## src/rtl/pipeline_pkg.sv

```systemverilog
// rtl/pipeline_pkg.sv - shared MEM/WB types, load encodings and width defaults
package pipeline_pkg;

  localparam int DATA_W_DEF = 32;
  localparam int REG_AW_DEF = 5;

  typedef enum logic [2:0] {
    LT_LW  = 3'b000,
    LT_LH  = 3'b001,
    LT_LHU = 3'b010,
    LT_LB  = 3'b011,
    LT_LBU = 3'b100
  } load_type_t;

  typedef struct packed {
    logic                  valid;
    logic                  reg_write;
    logic [REG_AW_DEF-1:0] rd;
    logic [DATA_W_DEF-1:0] wb_data;
    logic                  misaligned;
  } mem_wb_bus_t;

endpackage

```

## src/rtl/load_align.sv

```systemverilog
// rtl/load_align.sv - combinational sub-word load lane select, extension and alignment check
module load_align
  import pipeline_pkg::*;
(
  input  logic [2:0]            load_type,
  input  logic [1:0]            addr_lo,
  input  logic [DATA_W_DEF-1:0] read_data,
  output logic [DATA_W_DEF-1:0] load_data,
  output logic                  misaligned
);

  logic [7:0]  byte_sel;
  logic [15:0] half_sel;

  // Pick the addressed byte and halfword lanes (little-endian).
  always_comb begin
    byte_sel = read_data[7:0];
    case (addr_lo)
      2'd0:    byte_sel = read_data[7:0];
      2'd1:    byte_sel = read_data[15:8];
      2'd2:    byte_sel = read_data[23:16];
      default: byte_sel = read_data[31:24];
    endcase
    half_sel = addr_lo[1] ? read_data[31:16] : read_data[15:0];
  end

  // Extend the selected lane; unknown load types behave as word loads.
  always_comb begin
    load_data  = read_data;
    misaligned = 1'b0;
    case (load_type)
      LT_LH: begin
        load_data  = {{16{half_sel[15]}}, half_sel};
        misaligned = addr_lo[0];
      end
      LT_LHU: begin
        load_data  = {16'h0000, half_sel};
        misaligned = addr_lo[0];
      end
      LT_LB: begin
        load_data  = {{24{byte_sel[7]}}, byte_sel};
      end
      LT_LBU: begin
        load_data  = {24'h000000, byte_sel};
      end
      default: begin
        load_data  = read_data;
        misaligned = |addr_lo;
      end
    endcase
  end

endmodule

```

## src/rtl/mem_wb_stage.sv

```systemverilog
// rtl/mem_wb_stage.sv - MEM/WB pipeline register with load alignment; optional MEM_WB_PERF_CNT_EN counters
module mem_wb_stage
  import pipeline_pkg::*;
#(
  parameter int DATA_W = DATA_W_DEF,
  parameter int REG_AW = REG_AW_DEF
) (
  input  logic              clk,
  input  logic              rst_i,
  input  logic              stall_i,
  input  logic              flush_i,
  input  logic              valid_i,
  input  logic              RegWrite_i,
  input  logic              MemtoReg_i,
  input  logic              MemRead_i,
  input  logic [2:0]        LoadType_i,
  input  logic [DATA_W-1:0] addr_i,
  input  logic [DATA_W-1:0] read_data_i,
  input  logic [REG_AW-1:0] rd_i,
`ifdef MEM_WB_PERF_CNT_EN
  output logic [31:0]       load_cnt_o,
  output logic [31:0]       misalign_cnt_o,
`endif
  output logic              valid_o,
  output logic              RegWrite_o,
  output logic [REG_AW-1:0] rd_o,
  output logic [DATA_W-1:0] wb_data_o,
  output logic              misaligned_o
);

  logic [DATA_W-1:0] load_data;
  logic              align_fault;
  logic              is_load;
  logic              load_mis;
  mem_wb_bus_t       d_bus;
  mem_wb_bus_t       q_bus;

  load_align u_load_align (
    .load_type  (LoadType_i),
    .addr_lo    (addr_i[1:0]),
    .read_data  (read_data_i),
    .load_data  (load_data),
    .misaligned (align_fault)
  );

  // D-side: build the next MEM/WB contents from the MEM-stage inputs.
  always_comb begin
    is_load           = valid_i & MemRead_i;
    load_mis          = is_load & align_fault;
    d_bus             = '0;
    d_bus.valid       = valid_i;
    d_bus.misaligned  = load_mis;
    // A faulting load still reaches WB (for the trap) but must not write.
    d_bus.reg_write   = valid_i & RegWrite_i & (rd_i != '0) & ~load_mis;
    d_bus.rd          = rd_i;
    d_bus.wb_data     = (MemtoReg_i & MemRead_i) ? load_data : addr_i;
  end

  // Pipeline register: reset > flush > stall > capture.
  always_ff @(posedge clk) begin
    if (rst_i) begin
      q_bus <= '0;
    end else if (flush_i) begin
      q_bus <= '0;
    end else if (!stall_i) begin
      q_bus <= d_bus;
    end
  end

  assign valid_o      = q_bus.valid;
  assign RegWrite_o   = q_bus.reg_write;
  assign rd_o         = q_bus.rd;
  assign wb_data_o    = q_bus.wb_data;
  assign misaligned_o = q_bus.misaligned;

`ifdef MEM_WB_PERF_CNT_EN
  logic [31:0] load_cnt;
  logic [31:0] misalign_cnt;

  // Count loads (and faulting loads) that actually enter WB.
  always_ff @(posedge clk) begin
    if (rst_i) begin
      load_cnt     <= '0;
      misalign_cnt <= '0;
    end else if (!flush_i && !stall_i && is_load) begin
      load_cnt <= load_cnt + 32'd1;
      if (load_mis) begin
        misalign_cnt <= misalign_cnt + 32'd1;
      end
    end
  end

  assign load_cnt_o     = load_cnt;
  assign misalign_cnt_o = misalign_cnt;
`endif

endmodule
```

## config.mk

```make
export PLATFORM = sky130hd
export DESIGN_NAME = mem_wb_stage
export DESIGN_NICKNAME = d
export VERILOG_FILES = /design/src/rtl/pipeline_pkg.sv /design/src/rtl/load_align.sv /design/src/rtl/mem_wb_stage.sv
export SDC_FILE = /design/constraint.sdc
export NUM_CORES = 1
export LEC_CHECK = 0
export CAP_MARGIN = 20
export CORE_MARGIN = 3
export CORE_UTILIZATION = 41
export DETAILED_ROUTE_END_ITERATION = 12
export PLACE_DENSITY = 0.81
export SLEW_MARGIN = 25
export SYNTH_ARGS = -nofsm -noshare
export SYNTH_HDL_FRONTEND = slang
export SYNTH_SLANG_ARGS = --single-unit
```

## constraint.sdc

```tcl
create_clock -name clk -period 1.84 [get_ports clk]
set_input_delay 0.184 -clock clk [delete_from_list [all_inputs] [get_ports clk]]
set_output_delay 0.184 -clock clk [all_outputs]
set_load 0.02 [all_outputs]
```

# Word level (Yosys, flattened, before mapping)
# Cells that the tools add are included.
# W data, S select, Z words.
# classes
reduce_logical,6
muxes,5
eq_ne,6
bitwise_logic,7
# ops
cell,count
$pmux W32 S4,1
$mux W32,1
$pmux W8 S3,1
$mux W16,1
$reduce_or A2 Y1,4
$and A1 B1 Y1,6
$eq A3 B2 Y1 const B,2
$reduce_bool A5 Y1,1
$eq A3 B1 Y1 const B,1
$eq A3 B3 Y1 const B,1
$eq A2 B1 Y1 const B,1
$eq A2 B2 Y1 const B,1
$logic_not A2 Y1,1
$pmux W1 S2,1
$not A1 Y1,1
# word_totals
wordCells,29
output_inout_bits,40
reg_bits,40
in_bits,80

# Logic depth before layout (Yosys ltp)
# logic_depth
depth_word,6
mapped_depth,7
depth_no_buf,5

# By module
# A second synthesis with hierarchy kept.
# hier_totals
hier_cells,394
hier_area_um2,3231.8
# by_module_without_submodules
module,area_per_inst_um2,cells_per_inst,n_inst
mem_wb_stage,1985.7,213,1
load_align,1246.2,181,1

# Least setup slack after synthesis
# Ideal clock, no wire load.
# synth_path
path_type,input-to-reg
from,in addr_i[0]
to,"reg q_bus, in the netlist wb_data_o[10]"
arrival_time_ns,1.419
setup_time_ns,0.119
cell_stages,4
path_buffers,0
path_slack_ns,0.303
cell_sequence,mux4_2 > a31o_1 > or2_4 > o221a_1
# synth_between
elab_chain_len,4
word_cells_on_any_way,6
classes_between,eq/ne (2); mux (3); reduce/logical (1)
# synth_lines
element,line,source
start: declaration,mem_wb_stage.sv:17,"input logic [DATA_W-1:0] addr_i,"
$eq A2 B2 Y1 (tied with other cells),load_align.sv:18,case (addr_lo)
$pmux W8 S3 (*),load_align.sv:18,
$pmux W32 S4 (*),load_align.sv:31,case (load_type)
$mux W32 (*),mem_wb_stage.sv:56,d_bus.wb_data = (MemtoReg_i & MemRead_i) ? load_data : addr_i;
end signal: assignment,mem_wb_stage.sv:66,q_bus <= d_bus;
end: declaration,mem_wb_stage.sv:36,mem_wb_bus_t q_bus;
# Every way passes the cells marked *; elsewhere a longest branch is shown, timed or not.
# A chain may end at the register's enable or synchronous reset.

# Final worst setup path
# layout_path
from,in read_data_i[7]
to,"reg q_bus, in the netlist wb_data_o[22]"
# layout_between
elab_chain_len,3
# layout_lines
element,line,source
start: declaration,mem_wb_stage.sv:18,"input logic [DATA_W-1:0] read_data_i,"
$pmux W8 S3,load_align.sv:18,
$pmux W32 S4,load_align.sv:31,
$mux W32,mem_wb_stage.sv:56,
# No other way between the ends.

==> impl_results.md <==
- Ant. Diodes: 0
- CTS tree: done
- Routed wire length: 8604 µm
- Pin count of the biggest net entering global routing: 54
- Slew Limit Fails: 0
- Layout area overhead: 65.87%
- Sequential element share of the synthesized area: 32.55%
- Routability cong.: 0.9429
- CP Depth: 8
- Total track usage: 24.08%
- Initial DRT Pass Iterations: 6
- Synth top cells by count: 66 x nor2_1, 40 x dfxtp_1, 33 x a21oi_1, 33 x nand2_1, 23 x a211oi_1
- CP delay by family, top: buffers and inverters
- Final setup fails: 0
- Crit-path max cell delay: 0.48 ns
- Peak VDD IR: 353.1 µV
- Yosys cell types: 45
- Fmax: 562.2 MHz
- Synth top area share: 32.55%
- Critical Path Start Type: primary input
- Worst Path Required: 2.01 ns
- Most instantiated library cell after synthesis: nor2_1
- Chip width: 83.46 µm
- Cells on worst reg2reg path: 3
- Final min period: 1.779 ns
- First-pass GRT wire length: 13990 µm
- Most common flop cell mapped by yosys: dfxtp_1
- Synth Cell Area: 0.002460 mm²
- Hold Slack: 0.2816 ns
- Syn_nets: 411
- Syn Area/Cell: 7.432 µm²
- Num CTS Buffers: 5
- Worst hold start: stall_i
- Final worst path period share: 96.67%
- Post-layout util: 72.32%
- CP max FO: 8
- Register bit total from synthesis: 40
- Synth area leader: dfxtp_1
- WP buf/inv: 3
- Clk pin slew, worst setup/hold paths: 0.08 ns
- Initial Util: 43.60%
- WL per Instance: 16.02 µm
- Vias in the first global route: 2965
- Vias per cell: 5.667
- Post-DP HPWL: 6588 µm
- Worst hold path depth: 3
- Status: completed
- Post-synth EDFFs: 0
- Final Skew: 0 ns
- Clock sinks: 40
- Worst Tran Pin Value: 0.4400 ns
- # H-tree levels: 2
- Synth area leaders: dfxtp_1 33%, nor2_1 10%, a211oi_1 7.0%
- Root buffer cell: clkbuf_8
- Worst r2r src: wb_data_o[12]
- Ports: 120
- Final Hold Viols: 0
- Synth Instances: 331
- Crit path from: read_data_i[7]
- CP max-delay cell: mux4_2
- Share of cells above drive strength 1: 12.47%
- Core Area: 0.005642 mm²
- Vias: 3043
- Crit Path Class: in2reg
- Crit path DAT: 1.95 ns
- Synth warn: 0
- Slew headroom: 70.56%
- Gr ovfl total: 0
- Pwr Density: 593.4 mW/mm²
- Post-route DRC: 0
- Max Buffers Root-to-Sink: 2
- Initial DRC Count: 171
- Final ANT Viol Nets: 0
- # hold bufs at CTS: 0
- Filler cells: 461
- I/O Buffers: 119
- Worst hold-check path type: in2reg
- Max-cap viol count: 0
- Initial antenna violation count: 0
- Die area: 0.006965 mm²
- Endpoint type of the worst setup path: register
- Clk_lat worst skew: 0.29 ns
- Leakage: 1.561 nW
- Fin nets: 544
- CP Cell Sequence: clkdlybuf4s50_1, mux4_2, buf_4, nand2_1, o31ai_2, a21oi_2, clkbuf_16, a211oi_1
- Die height: 83.46 µm
- Row Count: 27
- Post-synth ARST share: 0%
## power breakdown
part           switching (mW)  internal (mW)  leakage, nW
Clock                   0.333          0.444       0.0614
Combinational           0.341          0.387         1.17
Sequential             0.0174          0.899        0.326
Total                   0.691           1.73         1.56
## final cells by class
class / count / area [µm²] / share of cell area (%)
tap: 72 / 90.09 / 2.208
sequential: 40 / 800.8 / 19.63
clock inverter: 2 / 38.79 / 0.9506
timing repair buffer: 153 / 1501 / 36.80
inverter: 6 / 22.52 / 0.5520
clock buffer: 6 / 82.58 / 2.024
multi-input combinational: 258 / 1544 / 37.84
## timing repair
action	in CTS	in global routing
setup buffers	0	0
endpoints found under the hold margin	0	0
resized for setup	0	5
endpoints found under the setup margin	0	25
## flip-flops by register name, indices dropped and copies added (netlist names)
name and count:
misaligned_o 1, wb_data_o 32, valid_o 1, rd_o 5, RegWrite_o 1
## worst paths after layout
check	endpoint	slack [ns]
worst max-delay path	wb_data_o[22]	0.06
worst min-delay path	wb_data_o[1]	0.28
worst max register to register	wb_data_o[12]	0.99
worst min register to register	wb_data_o[14]	0.48
## cell usage in the layout (no fill, tap or decap), types with 2 or more instances in the layout
cell type,synthesis,routed
o31ai_1,6,5
buf_4,1,30
o21ai_0,8,8
maj3_1,3,3
nor2_1,66,66
nand3_1,2,2
buf_12,0,3
a21oi_1,33,32
o311ai_0,5,5
clkbuf_8,0,6
o221a_2,3,3
a2111oi_0,2,2
a211oi_1,23,23
dlymetal6s2s_1,0,2
nand2_1,33,33
clkdlybuf4s50_1,0,116
nor3_1,13,13
nand2b_1,8,8
a221oi_1,7,7
mux2i_1,11,11
a2111oi_2,2,2
a221o_1,2,2
a21oi_2,1,2
nor2b_1,11,11
inv_1,5,5
dfxtp_1,40,40
## logic make-up (layout without fill, tap and decap cells)
group	count (synthesis)	in the layout	synth area share, %
simple gates	139	139	24.72
compound gates	101	101	29.40
flops	40	40	32.55
buf+inv	33	167	5.544
mux	12	12	5.392
fa+ha+maj	4	4	1.679
xor+xnor	2	2	0.7122
## worst register-to-register path: stages, from the launching register on
cell     delay [ns]
dfxtp_1        0.34
nor2b_1        0.05
nor3_1         0.19
o221a_2        0.23
## metrics by stage
stage                     area (µm²)  power, mW  std cells  setup TNS [ns]  worst slack (ns)
final                           4080      2.421        537               0           0.06128
after global routing            4080      2.526        537        -0.01912          -0.01159
after CTS                       4036      2.423        536               0           0.01461
after detailed placement        3915      1.650        528          -7.736           -0.2961
after global placement          3915      1.639        528          -6.768           -0.2759
after floorplan                 2460      1.259        331               0            0.3028
## layer usage
layer	share of wire [%]	global-route usage, %
met1	42	29.57
met2	47	40.52
met3	8.8	7.305
met4	2.3	7.310
met5	0	0
(Power assumes the default switching activity.)
